## src/rtl/cpu_ctrl_pkg.sv

```systemverilog
// Shared control definitions for the multi-cycle MIPS sequencer.
// This file holds the opcode/funct codes, state encodings, PCSrc codes and the instruction-class record.
package cpu_ctrl_pkg;

  localparam logic [5:0] OP_RTYPE = 6'b000000;
  localparam logic [5:0] OP_J     = 6'b000010;
  localparam logic [5:0] OP_JAL   = 6'b000011;
  localparam logic [5:0] OP_BEQ   = 6'b000100;
  localparam logic [5:0] OP_BNE   = 6'b000101;
  localparam logic [5:0] OP_ADDI  = 6'b001000;
  localparam logic [5:0] OP_ORI   = 6'b001101;
  localparam logic [5:0] OP_LW    = 6'b100011;
  localparam logic [5:0] OP_SW    = 6'b101011;
  localparam logic [5:0] OP_HALT  = 6'b111111;
  localparam logic [5:0] FN_JR    = 6'b001000;

  typedef enum logic [2:0] {
    S_IF   = 3'd0,
    S_ID   = 3'd1,
    S_EXE  = 3'd2,
    S_MEM  = 3'd3,
    S_WB   = 3'd4,
    S_HALT = 3'd7
  } state_t;

  typedef enum logic [1:0] {
    PC_NEXT   = 2'd0,
    PC_BRANCH = 2'd1,
    PC_REG    = 2'd2,
    PC_JUMP   = 2'd3
  } pcsrc_t;

  // One-hot instruction class; exactly one bit is set for any opcode/funct pair.
  typedef struct packed {
    logic rtype;
    logic jr;
    logic j;
    logic jal;
    logic branch;
    logic imm;
    logic load;
    logic store;
    logic halt;
    logic illegal;
  } insn_class_t;

endpackage

```

## src/rtl/insn_class_decode.sv

```systemverilog
// Combinational opcode/funct decode into a one-hot instruction class.
// Any R-type funct other than jr is treated as an ordinary ALU instruction.
module insn_class_decode
  import cpu_ctrl_pkg::*;
(
  input  logic [5:0]  opcode,
  input  logic [5:0]  funct,
  output insn_class_t cls
);

  always_comb begin
    cls = '0;
    case (opcode)
      OP_RTYPE: begin
        if (funct == FN_JR) cls.jr = 1'b1;
        else                cls.rtype = 1'b1;
      end
      OP_J:           cls.j = 1'b1;
      OP_JAL:         cls.jal = 1'b1;
      OP_BEQ, OP_BNE: cls.branch = 1'b1;
      OP_ADDI, OP_ORI: cls.imm = 1'b1;
      OP_LW:          cls.load = 1'b1;
      OP_SW:          cls.store = 1'b1;
      OP_HALT:        cls.halt = 1'b1;
      default:        cls.illegal = 1'b1;
    endcase
  end

endmodule

```

## src/rtl/pc_sequencer.sv

```systemverilog
// Multi-cycle IF/ID/EXE/MEM/WB control FSM with next-PC select, strobes and retired counter.
// Optional jr target alignment check is enabled by defining PC_ALIGN_CHECK_EN.
module pc_sequencer
  import cpu_ctrl_pkg::*;
#(
  parameter int CNT_W   = 32,
  parameter int STATE_W = 3
) (
  input  logic               CLK,
  input  logic               Reset,
  input  logic [5:0]         opcode,
  input  logic [5:0]         funct,
  input  logic               zero,
  input  logic               imemReady,
  input  logic               dmemReady,
`ifdef PC_ALIGN_CHECK_EN
  input  logic [1:0]         regSrcLow,
  output logic               alignErr,
`endif
  output logic               PCWrite,
  output logic [1:0]         PCSrc,
  output logic               IRWrite,
  output logic               RegWrite,
  output logic               MemRead,
  output logic               MemWrite,
  output logic [STATE_W-1:0] state,
  output logic               halted,
  output logic [CNT_W-1:0]   retired
);

  insn_class_t      cls;
  state_t           st_q, st_nxt;
  logic [CNT_W-1:0] retired_q;
  logic             pcw, irw, rw, mr, mw;
  pcsrc_t           src;
  logic             align_fault;

  insn_class_decode u_decode (
    .opcode (opcode),
    .funct  (funct),
    .cls    (cls)
  );

  always_comb begin
    st_nxt      = st_q;
    pcw         = 1'b0;
    src         = PC_NEXT;
    irw         = 1'b0;
    rw          = 1'b0;
    mr          = 1'b0;
    mw          = 1'b0;
    align_fault = 1'b0;
    case (st_q)
      S_IF: begin
        if (imemReady) begin
          irw    = 1'b1;
          st_nxt = S_ID;
        end
      end
      S_ID: begin
        if (cls.j || cls.jal) begin
          pcw    = 1'b1;
          src    = PC_JUMP;
          rw     = cls.jal;
          st_nxt = S_IF;
        end else if (cls.jr) begin
`ifdef PC_ALIGN_CHECK_EN
          if (regSrcLow != 2'b00) begin
            align_fault = 1'b1;
            st_nxt      = S_HALT;
          end else begin
            pcw    = 1'b1;
            src    = PC_REG;
            st_nxt = S_IF;
          end
`else
          pcw    = 1'b1;
          src    = PC_REG;
          st_nxt = S_IF;
`endif
        end else if (cls.halt) begin
          st_nxt = S_HALT;
        end else if (cls.illegal) begin
          pcw    = 1'b1;
          st_nxt = S_IF;
        end else begin
          st_nxt = S_EXE;
        end
      end
      S_EXE: begin
        if (cls.branch) begin
          pcw    = 1'b1;
          // bne takes on a clear zero flag, beq on a set one
          src    = ((opcode == OP_BNE) ? !zero : zero) ? PC_BRANCH : PC_NEXT;
          st_nxt = S_IF;
        end else if (cls.rtype || cls.imm) begin
          st_nxt = S_WB;
        end else if (cls.load || cls.store) begin
          st_nxt = S_MEM;
        end else begin
          st_nxt = S_IF;
        end
      end
      S_MEM: begin
        if (cls.store) begin
          mw = 1'b1;
          if (dmemReady) begin
            pcw    = 1'b1;
            st_nxt = S_IF;
          end
        end else begin
          mr = 1'b1;
          if (dmemReady) st_nxt = S_WB;
        end
      end
      S_WB: begin
        rw     = 1'b1;
        pcw    = 1'b1;
        st_nxt = S_IF;
      end
      S_HALT: st_nxt = S_HALT;
      default: st_nxt = S_IF;
    endcase
  end

  always_ff @(posedge CLK or negedge Reset) begin
    if (!Reset) begin
      st_q      <= S_IF;
      retired_q <= '0;
    end else begin
      st_q <= st_nxt;
      if (pcw) retired_q <= retired_q + 1'b1;
    end
  end

`ifdef PC_ALIGN_CHECK_EN
  logic align_q;

  always_ff @(posedge CLK or negedge Reset) begin
    if (!Reset)           align_q <= 1'b0;
    else if (align_fault) align_q <= 1'b1;
  end

  assign alignErr = align_q && (st_q == S_HALT) && Reset;
`else
  logic unused_align;
  assign unused_align = align_fault;
`endif

  // Strobes are suppressed while Reset is held so nothing fires during the async reset window.
  assign PCWrite  = pcw && Reset;
  assign PCSrc    = Reset ? src : PC_NEXT;
  assign IRWrite  = irw && Reset;
  assign RegWrite = rw && Reset;
  assign MemRead  = mr && Reset;
  assign MemWrite = mw && Reset;
  assign halted   = (st_q == S_HALT) && Reset;
  assign state    = STATE_W'(st_q);
  assign retired  = retired_q;

endmodule

```

## config.mk

```make
export PLATFORM = sky130hd
export DESIGN_NAME = pc_sequencer
export DESIGN_NICKNAME = d
export VERILOG_FILES = /design/src/rtl/cpu_ctrl_pkg.sv /design/src/rtl/insn_class_decode.sv /design/src/rtl/pc_sequencer.sv
export SDC_FILE = /design/constraint.sdc
export NUM_CORES = 1
export LEC_CHECK = 0
export ABC_AREA = 1
export ABC_CLOCK_PERIOD_IN_PS = 2500
export BUFFER_PORTS_ARGS = -buffer_cell sky130_fd_sc_hd__buf_4
export CAP_MARGIN = 20
export CORE_UTILIZATION = 59
export DETAILED_ROUTE_END_ITERATION = 8
export PLACE_DENSITY = 0.83
export SYNTH_ARGS = -nofsm -noshare
export SYNTH_HDL_FRONTEND = slang
export SYNTH_HIERARCHICAL = 1
export SYNTH_SLANG_ARGS = --single-unit
export TNS_END_PERCENT = 20
```

## constraint.sdc

```tcl
create_clock -name CLK -period 2.5 [get_ports CLK]
set_input_delay 0.375 -clock CLK [delete_from_list [all_inputs] [get_ports CLK]]
set_output_delay 0.375 -clock CLK [all_outputs]
set_load 0.01 [all_outputs]
```

==> report_table.html, run 1 <==
<table>
<tr><th>Metric</th><th>Value</th></tr>
<tr><th colspan="2">Status</th></tr>
<tr><td>Outcome</td><td>complete, no violations</td></tr>
<tr><th colspan="2">Min path</th></tr>
<tr><td>Number of cells on the worst hold path</td><td>3</td></tr>
<tr><td>Path class of the lowest-slack min-delay path</td><td>in -&gt; reg</td></tr>
<tr><th colspan="2">Logic synthesis</th></tr>
<tr><td>Most frequent cell after synthesis</td><td>sky130_fd_sc_hd__nand2_1</td></tr>
<tr><td>Area share of the largest cell type after synthesis</td><td>33.29%</td></tr>
<tr><td>Parity-gate share of the synthesized area counting xor and xnor cells</td><td>3.329%</td></tr>
<tr><td>EDFF count, synth</td><td>0</td></tr>
<tr><td>Post-Synthesis Net Count</td><td>roughly 440</td></tr>
<tr><td>Most used flip-flop cell after synthesis</td><td>sky130_fd_sc_hd__dfrtp_1</td></tr>
<tr><td>Yosys top cell by area</td><td>sky130_fd_sc_hd__dfrtp_1</td></tr>
<tr><td>Most instantiated cells after synthesis</td><td>sky130_fd_sc_hd__nand2_1, sky130_fd_sc_hd__nor2_1, sky130_fd_sc_hd__inv_1, sky130_fd_sc_hd__dfrtp_1, sky130_fd_sc_hd__nand3_1</td></tr>
<tr><td>Dominant combinational cell family by area after synthesis</td><td>simple AND/OR/NAND/NOR gates</td></tr>
<tr><td>Most area-consuming cells after synthesis</td><td>sky130_fd_sc_hd__dfrtp_1, sky130_fd_sc_hd__nand2_1, sky130_fd_sc_hd__nor2_1</td></tr>
<tr><td>Part of the Yosys area used for sequential elements</td><td>33.29%</td></tr>
<tr><td>Cell count after synthesis</td><td>423</td></tr>
<tr><td>Synthesized-area fraction occupied by ao, oa, aoi and oai cells</td><td>under 10%</td></tr>
<tr><td>#FFs+latches synth</td><td>35</td></tr>
<tr><td>Fraction of the mapped netlist area in adder cells</td><td>0.4755%</td></tr>
<tr><td>Post-synthesis instance area</td><td>2631 um2</td></tr>
<tr><td>Simple-gate share of the synthesized area</td><td>around 50%</td></tr>
<tr><td>Proportion of synthesized flip-flops having asynchronous set or reset</td><td>between 90% and 100%</td></tr>
<tr><td>Per-instance average area after synthesis</td><td>6.221 um2</td></tr>
<tr><td>Multiplexer share of the synthesized area</td><td>0%</td></tr>
<tr><td>Distinct cells, synth</td><td>30</td></tr>
<tr><td>Ys Warns</td><td>6</td></tr>
<tr><th colspan="2">Power</th></tr>
<tr><td>Switching power as a share of total power</td><td>39.56%</td></tr>
<tr><td>Cell Pwr Density</td><td>~550 nW/um2</td></tr>
<tr><td>Share of total power in the clock network</td><td>22.9%</td></tr>
<tr><td>Part of the total power dissipated in sequential elements</td><td>41.3%</td></tr>
<tr><td>IR Drop Worst-Case VDD</td><td>0.4490 mV</td></tr>
<tr><td>Combinational share of power</td><td>~36%</td></tr>
<tr><td>Int Power</td><td>1.052 mW</td></tr>
<tr><td>Switching pwr</td><td>688.8 uW</td></tr>
<tr><td>Leakage power total</td><td>1.589 nW</td></tr>
<tr><td>Sum of internal, switching and leakage power</td><td>1.741 mW</td></tr>
<tr><th colspan="2">Placement</th></tr>
<tr><td>GP Congestion</td><td>0.9111</td></tr>
<tr><td>Count of port buffers added during placement</td><td>59</td></tr>
<tr><td>HPWL after detailed placement</td><td>approximately 5000 um</td></tr>
<tr><th colspan="2">Final layout</th></tr>
<tr><td>Final antenna diode count</td><td>0</td></tr>
<tr><td>Final net count</td><td>roughly 500</td></tr>
<tr><td>Final design utilization</td><td>77.02%</td></tr>
<tr><td>Fraction of final layout cells sized beyond drive strength 1</td><td>16.49%</td></tr>
<tr><td>Area added between synthesis and finish</td><td>21.30%</td></tr>
<tr><th colspan="2">GRT</th></tr>
<tr><td>Wire length of the first global-routing pass</td><td>10440 um</td></tr>
<tr><td>Number of global-route vias before repair</td><td>2397</td></tr>
<tr><td>Total routing usage reported by global routing</td><td>29.81%</td></tr>
<tr><td>GR Overflow Total</td><td>0</td></tr>
<tr><td>Antenna violations before repair</td><td>0</td></tr>
<tr><td>Maximum number of pins on one net before global-route repair</td><td>55</td></tr>
<tr><th colspan="2">Timing</th></tr>
<tr><td>Share of the clock period used by the worst path</td><td>90.93%</td></tr>
<tr><td>Hold Vio Cnt, Final</td><td>0</td></tr>
<tr><td>Slew @ Worst Pin</td><td>about 0.57 ns</td></tr>
<tr><td>Final critical path time including I/O delays and setup</td><td>2.273 ns</td></tr>
<tr><td>Max-slew violations</td><td>0</td></tr>
<tr><td>Relative max-transition margin</td><td>62.00%</td></tr>
<tr><td>Tightest hold margin</td><td>0.3790 ns</td></tr>
<tr><td>Peak Freq</td><td>439.9 MHz</td></tr>
<tr><td>Final setup violation count</td><td>0</td></tr>
<tr><td>Worst Clk Skew</td><td>0.008642 ns</td></tr>
<tr><td>Aggregate negative setup slack</td><td>0 ns</td></tr>
<tr><td>Unrepaired setup endpoints after global routing</td><td>false</td></tr>
<tr><th colspan="2">CTS</th></tr>
<tr><td>TritonCTS clock tree</td><td>done</td></tr>
<tr><td>Clock buffer depth</td><td>2</td></tr>
<tr><td>Worst-skew pair later-pin latency</td><td>0.29 ns</td></tr>
<tr><td>Count of clock tree sinks</td><td>35</td></tr>
<tr><td>Number of clock buffers inserted by TritonCTS</td><td>5</td></tr>
<tr><td>H-tree depth reported by CTS</td><td>2</td></tr>
<tr><td>Register clock-pin slew on the reported worst setup and hold paths</td><td>roughly 0.060 ns</td></tr>
<tr><td>Post-CTS Setup Inserts</td><td>0</td></tr>
<tr><td>Clock root buffer</td><td>sky130_fd_sc_hd__clkbuf_8</td></tr>
<tr><th colspan="2">Floorplan</th></tr>
<tr><td>Overall die width</td><td>68.78 um</td></tr>
<tr><td>Area of the die</td><td>4731 um2</td></tr>
<tr><td>Initial Utilization</td><td>63.50%</td></tr>
<tr><td>Height of the chip</td><td>68.78 um</td></tr>
<tr><td># rows</td><td>23</td></tr>
<tr><td>Ports</td><td>60</td></tr>
<tr><td>Core Box Area</td><td>roughly 4100 um2</td></tr>
<tr><th colspan="2">Setup path</th></tr>
<tr><td>Crit Path Category</td><td>in -&gt; out</td></tr>
<tr><td>Arrival time at the worst endpoint</td><td>around 1.9 ns</td></tr>
<tr><td>Logic depth of the worst setup path including buffers</td><td>11</td></tr>
<tr><td>Type of destination of the critical path</td><td>output port</td></tr>
<tr><td>Critical-path cell list</td><td>buf_4 &gt; nor2_1 &gt; inv_1 &gt; nor4_2 &gt; inv_1 &gt; nand2_1 &gt; nor2_1 &gt; nand2_1 &gt; nand2_1 &gt; a31oi_1 &gt; buf_4</td></tr>
<tr><td>Nature of the critical path startpoint</td><td>input pin</td></tr>
<tr><td>Required time of the worst setup path</td><td>2.12 ns</td></tr>
<tr><td>Number of cells traversed by the worst register-to-register path</td><td>7</td></tr>
<tr><td>Worst path top cell family by delay</td><td>simple AND/OR/NAND/NOR gates</td></tr>
<tr><td>Critical path fanouts, max</td><td>7</td></tr>
<tr><td>Library cell appearing most often on the critical path</td><td>sky130_fd_sc_hd__nand2_1</td></tr>
<tr><td>Number of buffers and inverters on the critical path</td><td>4</td></tr>
<tr><td>Slowest stage delay, CP</td><td>around 0.23 ns</td></tr>
<tr><td>Critical-path cell with the highest stage delay</td><td>sky130_fd_sc_hd__nor4_2</td></tr>
<tr><th colspan="2">Routing</th></tr>
<tr><td>Via Count</td><td>2804</td></tr>
<tr><td>Wire per inst</td><td>around 12 um</td></tr>
<tr><td>Number of design rule violations left after detail routing</td><td>0</td></tr>
<tr><td>Number of vias per cell after detailed routing</td><td>about 5.2</td></tr>
<tr><td>Number of design-rule violations left by the first detailed-router iteration</td><td>165</td></tr>
<tr><td>Final Routed Wirelength</td><td>approximately 6500 um</td></tr>
<tr><td>Remaining antenna violation count</td><td>0</td></tr>
<tr><td>First-pass iteration count of the detailed router</td><td>4</td></tr>
<tr><th colspan="2">Flow run</th></tr>
<tr><td># Max-Cap Violations</td><td>0</td></tr>
</table>
==> worst register-to-register path: stages (launching register included) <==
cell and delay [ns]:
sky130_fd_sc_hd__dfrtp_1 0.42, sky130_fd_sc_hd__inv_1 0.12, sky130_fd_sc_hd__nand3_1 0.17, sky130_fd_sc_hd__nor2_1 0.07
sky130_fd_sc_hd__nor2_2 0.41, sky130_fd_sc_hd__nand3_4 0.57, sky130_fd_sc_hd__nand3b_1 0.28, sky130_fd_sc_hd__nand2_1 0.07
==> what timing repair did <==
action,CTS,global route
setup endpoints to repair,0,1
hold endpoints to repair,15,0
gates resized for setup,0,1
hold buffers,1,0
==> routing by layer <==
| layer | wire (um) | vias to the layer above | GRT usage [%] |
|---|---|---|---|
| met4 | 127 | 0 | 12.24 |
| li1 | - | 1445 | - |
| met5 | 0 | - | 0 |
| met1 | 2948 | 1246 | 37.10 |
| met2 | 2993 | 100 | 50.12 |
| met3 | 467 | 13 | 5.921 |
==> power by group through the flow <==
| stage | logic [mW] | registers, mW | clock network (mW) |
|---|---|---|---|
| 3_5_place_dp | 0.622 | 0.728 | 0 |
| 4_1_cts | 0.625 | 0.718 | 0.408 |
| 5_1_grt | 0.699 | 0.730 | 0.425 |
| 2_1_floorplan | 0.435 | 0.738 | 0 |
| 3_3_place_gp | 0.606 | 0.723 | 0 |
| 6_report | 0.624 | 0.719 | 0.398 |
==> sequential cells by signal (all words and copies together) (netlist names) <==
register,flops
retired,32
state,3
==> cell usage in the layout, fill, tap and decap left out, drive strengths merged, types with 5 or more instances in the layout <==
cell and instances:
nand2 162, buf 61, inv 52, o21ai 9, nor2 74, nor3 10, xor2 10, clkbuf 7
nand3 25, nand3b 12, nand4 11, a21oi 5, dfrtp 35
==> final cells by class <==
type	instances	area, um2
inverter	52	195.2
fill	352	952.2
tap	50	62.56
clock inverter	1	5.005
multi-input combinational	328	1509
clock buffer	7	76.32
sequential	35	875.8
timing repair buffer	62	467.9
==> through the flow <==
| step | cell area [um2] | worst slack [ns] | cells |
|---|---|---|---|
| final | 3192 | 0.2268 | 535 |
| after global routing | 3192 | 0.03271 | 535 |
| after CTS | 3186 | 0.1258 | 535 |
| after detailed placement | 3094 | 0.04499 | 526 |
| after global placement | 3094 | 0.1139 | 526 |
| after floorplan | 2631 | 0.5007 | 423 |
==> path summary, 6_finish.rpt <==
check	from	end	slack, ns
min in group asynchronous	Reset	retired[17]	0.48
worst max register to register	state[2]	retired[5]	0.28
worst max-delay path	opcode[3]	PCWrite	0.23
worst min register to register	retired[31]	retired[31]	0.50
max in group asynchronous	Reset	retired[10]	1.47
worst min-delay path	dmemReady	state[0]	0.38
==> logic make-up (layout without fill, tap and decap cells) <==
| family | after synthesis | in the layout |
|---|---|---|
| AND/OR/NAND/NOR | 300 | 300 |
| buffers and inverters | 60 | 122 |
| AO/OA/AOI/OAI | 17 | 17 |
| flip-flops | 35 | 35 |
| adder cells (fa/ha/maj) | 1 | 1 |
| XOR/XNOR | 10 | 10 |
(Power assumes the default switching activity.)
==> run 2, diff against run 1 <==
CORE_ASPECT_RATIO = 1.75   (was default)
==> run 2 against run 1 <==
Final cell count is the same. First-iteration DRC count shrank 53%. Die area grew 0.22%. Global-route usage grew 1.1 points. Critical path depth is the same. Via count shrank 1.3%. Total power grew 8.0%. Largest cell class unchanged. Clock skew grew 0.0019 ns. Maximum frequency shrank 0.46%. Register-to-register slack gained 0.06 ns. Cell area grew 1.3%.
==> report_table.html, run 2 (synthesis gave the netlist of run 1 again) <==
<table>
<tr><th>Metric</th><th>Value</th></tr>
<tr><th colspan="2">GRT</th></tr>
<tr><td>Number of global-route vias before repair</td><td>2630 (was 2397)</td></tr>
<tr><td>Total routing usage reported by global routing</td><td>30.87% (was 29.81%)</td></tr>
<tr><td>Maximum number of pins on one net before global-route repair</td><td>55 (unchanged)</td></tr>
<tr><td>Antenna violations before repair</td><td>0 (unchanged)</td></tr>
<tr><td>Wire length of the first global-routing pass</td><td>11130 um (was 10440 um)</td></tr>
<tr><td>GR Overflow Total</td><td>0 (unchanged)</td></tr>
<tr><th colspan="2">Final layout</th></tr>
<tr><td>Area taken by flip-flops and latches</td><td>875.8 um2 (unchanged)</td></tr>
<tr><td>Number of fill cells in the layout</td><td>361 (was 352)</td></tr>
<tr><td>Area of the multi-input gates</td><td>1509 um2 (unchanged)</td></tr>
<tr><td>Final design utilization</td><td>77.21% (was 77.02%)</td></tr>
<tr><td>Area added between synthesis and finish</td><td>22.92% (was 21.30%)</td></tr>
<tr><td>Final antenna diode count</td><td>0 (unchanged)</td></tr>
<tr><td>Final net count</td><td>503 (was 502)</td></tr>
<tr><td>Commonest non-fill, non-tap cell in the layout</td><td>sky130_fd_sc_hd__nand2_1 (unchanged)</td></tr>
<tr><td>Flip-flop count of the largest register, all copies and words added</td><td>32 (unchanged)</td></tr>
<tr><td>Fraction of final layout cells sized beyond drive strength 1</td><td>17.08% (was 16.49%)</td></tr>
<tr><td>Commonest non-fill, non-tap cells in the layout</td><td>sky130_fd_sc_hd__nand2_1, sky130_fd_sc_hd__nor2_1, sky130_fd_sc_hd__buf_4, sky130_fd_sc_hd__inv_1, sky130_fd_sc_hd__dfrtp_1 (unchanged)</td></tr>
<tr><th colspan="2">Floorplan</th></tr>
<tr><td>Overall die width</td><td>52.48 um (was 68.78 um)</td></tr>
<tr><td>Area of the die</td><td>4741 um2 (was 4731 um2)</td></tr>
<tr><td>Ports</td><td>60 (unchanged)</td></tr>
<tr><td># rows</td><td>31 (was 23)</td></tr>
<tr><td>Core Box Area</td><td>4189 um2 (was 4144 um2)</td></tr>
<tr><td>Initial Utilization</td><td>62.81% (was 63.50%)</td></tr>
<tr><td>Height of the chip</td><td>90.35 um (was 68.78 um)</td></tr>
<tr><th colspan="2">Setup path</th></tr>
<tr><td>Crit Path Category</td><td>in -&gt; out (unchanged)</td></tr>
<tr><td>Critical path fanouts, max</td><td>7 (unchanged)</td></tr>
<tr><td>Startpoint of the worst register-to-register path</td><td>state[2] (unchanged)</td></tr>
<tr><td>Critical path destination</td><td>PCWrite (unchanged)</td></tr>
<tr><td>Arrival time at the worst endpoint</td><td>1.91 ns (was 1.90 ns)</td></tr>
<tr><td>Critical R2R Capture</td><td>retired[0] (was retired[5])</td></tr>
<tr><td>Nature of the critical path startpoint</td><td>input pin (unchanged)</td></tr>
<tr><td>Required time of the worst setup path</td><td>2.12 ns (about the same)</td></tr>
<tr><td>Number of cells traversed by the worst register-to-register path</td><td>6 (was 7)</td></tr>
<tr><td>Type of destination of the critical path</td><td>output port (unchanged)</td></tr>
<tr><td>R2r setup slk</td><td>0.34 ns (was 0.28 ns)</td></tr>
<tr><td>Worst setup path start</td><td>opcode[3] (unchanged)</td></tr>
<tr><th colspan="2">Routing</th></tr>
<tr><td>Wire per inst</td><td>12.66 um (was 12.22 um)</td></tr>
<tr><td>Number of design-rule violations left by the first detailed-router iteration</td><td>78 (was 165)</td></tr>
<tr><td>Remaining antenna violation count</td><td>0 (unchanged)</td></tr>
<tr><td>Final Routed Wirelength</td><td>6774 um (was 6536 um)</td></tr>
<tr><td>Number of design rule violations left after detail routing</td><td>0 (unchanged)</td></tr>
<tr><td>First-pass iteration count of the detailed router</td><td>5 (was 4)</td></tr>
<tr><td>Via Count</td><td>2768 (was 2804)</td></tr>
<tr><td>Number of vias per cell after detailed routing</td><td>5.174 (was 5.241)</td></tr>
<tr><th colspan="2">Timing</th></tr>
<tr><td>Max-slew violations</td><td>0 (unchanged)</td></tr>
<tr><td>Slew @ Worst Pin</td><td>0.5753 ns (was 0.5700 ns)</td></tr>
<tr><td>Post-route worst setup slack</td><td>0.2162 ns (was 0.2268 ns)</td></tr>
<tr><td>Peak Freq</td><td>437.9 MHz (was 439.9 MHz)</td></tr>
<tr><td>Aggregate negative setup slack</td><td>0 ns (unchanged)</td></tr>
<tr><td>Share of the clock period used by the worst path</td><td>91.35% (was 90.93%)</td></tr>
<tr><td>Final critical path time including I/O delays and setup</td><td>2.284 ns (was 2.273 ns)</td></tr>
<tr><td>Relative max-transition margin</td><td>61.65% (was 62.00%)</td></tr>
<tr><td>Final setup violation count</td><td>0 (unchanged)</td></tr>
<tr><td>Hold Vio Cnt, Final</td><td>0 (unchanged)</td></tr>
<tr><td>Worst Clk Skew</td><td>0.01053 ns (was 0.008642 ns)</td></tr>
<tr><th colspan="2">Placement</th></tr>
<tr><td>HPWL after detailed placement</td><td>5323 um (was 5032 um)</td></tr>
<tr><td>Placement Setup Slack</td><td>0.02584 ns (was 0.04499 ns)</td></tr>
<tr><td>GP Congestion</td><td>0.9184 (was 0.9111)</td></tr>
<tr><td>Count of port buffers added during placement</td><td>59 (unchanged)</td></tr>
<tr><th colspan="2">CTS</th></tr>
<tr><td>Post-CTS Setup Inserts</td><td>0 (unchanged)</td></tr>
<tr><td>Count of clock tree sinks</td><td>35 (unchanged)</td></tr>
<tr><td>TritonCTS clock tree</td><td>done (unchanged)</td></tr>
<tr><td>H-tree depth reported by CTS</td><td>2 (unchanged)</td></tr>
<tr><td>Clock buffer depth</td><td>2 (unchanged)</td></tr>
<tr><td>Register clock-pin slew on the reported worst setup and hold paths</td><td>0.08 ns (was 0.06 ns)</td></tr>
<tr><td>Number of clock buffers inserted by TritonCTS</td><td>5 (unchanged)</td></tr>
<tr><td>Clock root buffer</td><td>sky130_fd_sc_hd__clkbuf_8 (unchanged)</td></tr>
<tr><td>Worst-skew pair later-pin latency</td><td>0.29 ns (about the same)</td></tr>
<tr><th colspan="2">Power</th></tr>
<tr><td>Cell Pwr Density</td><td>581.2 nW/um2 (was 545.5 nW/um2)</td></tr>
<tr><td>Leakage power total</td><td>1.612 nW (was 1.589 nW)</td></tr>
<tr><td>IR Drop Worst-Case VDD</td><td>0.7111 mV (was 0.4490 mV)</td></tr>
<tr><th colspan="2">Status</th></tr>
<tr><td>Outcome</td><td>complete, no violations (unchanged)</td></tr>
<tr><th colspan="2">Min path</th></tr>
<tr><td>Path class of the lowest-slack min-delay path</td><td>in -&gt; reg (unchanged)</td></tr>
<tr><th colspan="2">Flow run</th></tr>
<tr><td># Max-Cap Violations</td><td>0 (unchanged)</td></tr>
</table>
-- run 2: final cells by class --
cell class | instances | share of cell area, %
sequential | 35 | 27.08
tap | 49 | 1.896
clock buffer | 6 | 2.553
inverter | 52 | 6.035
clock inverter | 2 | 1.083
multi-input combinational | 328 | 46.65
timing repair buffer | 63 | 14.70
-- run 2: metrics by stage --
stage	std cells	area (um2)	power, mW	hold WS, ns
after floorplan	423	2631	1.173	0.07941
after global placement	526	3100	1.326	0.2406
after detailed placement	526	3100	1.352	0.2421
after CTS	535	3228	1.883	0.3766
after global routing	535	3234	1.986	0.3891
final	535	3234	1.880	0.3736
-- run 2: timing repair --
item,4_1_cts,5_1_grt
hold buffers,1,0
setup endpoints to repair,0,4
gates resized for setup,0,1
endpoints found under the hold margin,12,0
-- run 2: layer usage --
layer	track usage [%]	vias up	part of all wire [%]
li1	-	1441	-
met1	30.21	1238	38
met2	58.33	74	56
met3	5.051	15	3.9
met4	14.04	0	2.9
met5	0	-	0
-- run 2: worst min path at each step --
stage / startpoint / endpoint / cells past startpoint
after CTS: dmemReady / state[0] / 3
after global routing: dmemReady / state[0] / 3
final: dmemReady / state[0] / 3
after floorplan: Reset / retired[0] / 0
after detailed placement: Reset / retired[12] / 1
after global placement: Reset / retired[12] / 1
-- run 2: critical path, stage by stage --
cell and delay (ns):
sky130_fd_sc_hd__buf_4 0.12, sky130_fd_sc_hd__nor2_1 0.20, sky130_fd_sc_hd__inv_1 0.12, sky130_fd_sc_hd__nor4_2 0.24
sky130_fd_sc_hd__inv_1 0.07, sky130_fd_sc_hd__nand2_1 0.08, sky130_fd_sc_hd__nor2_1 0.06, sky130_fd_sc_hd__nand2_1 0.08
sky130_fd_sc_hd__nand2_1 0.18, sky130_fd_sc_hd__a31oi_1 0.22, sky130_fd_sc_hd__buf_4 0.15
-- run 2: where the power goes --
group	internal (mW)	switching, mW
sequential	0.629	0.0868
clock	0.323	0.215
combinational	0.229	0.398
total	1.18	0.699
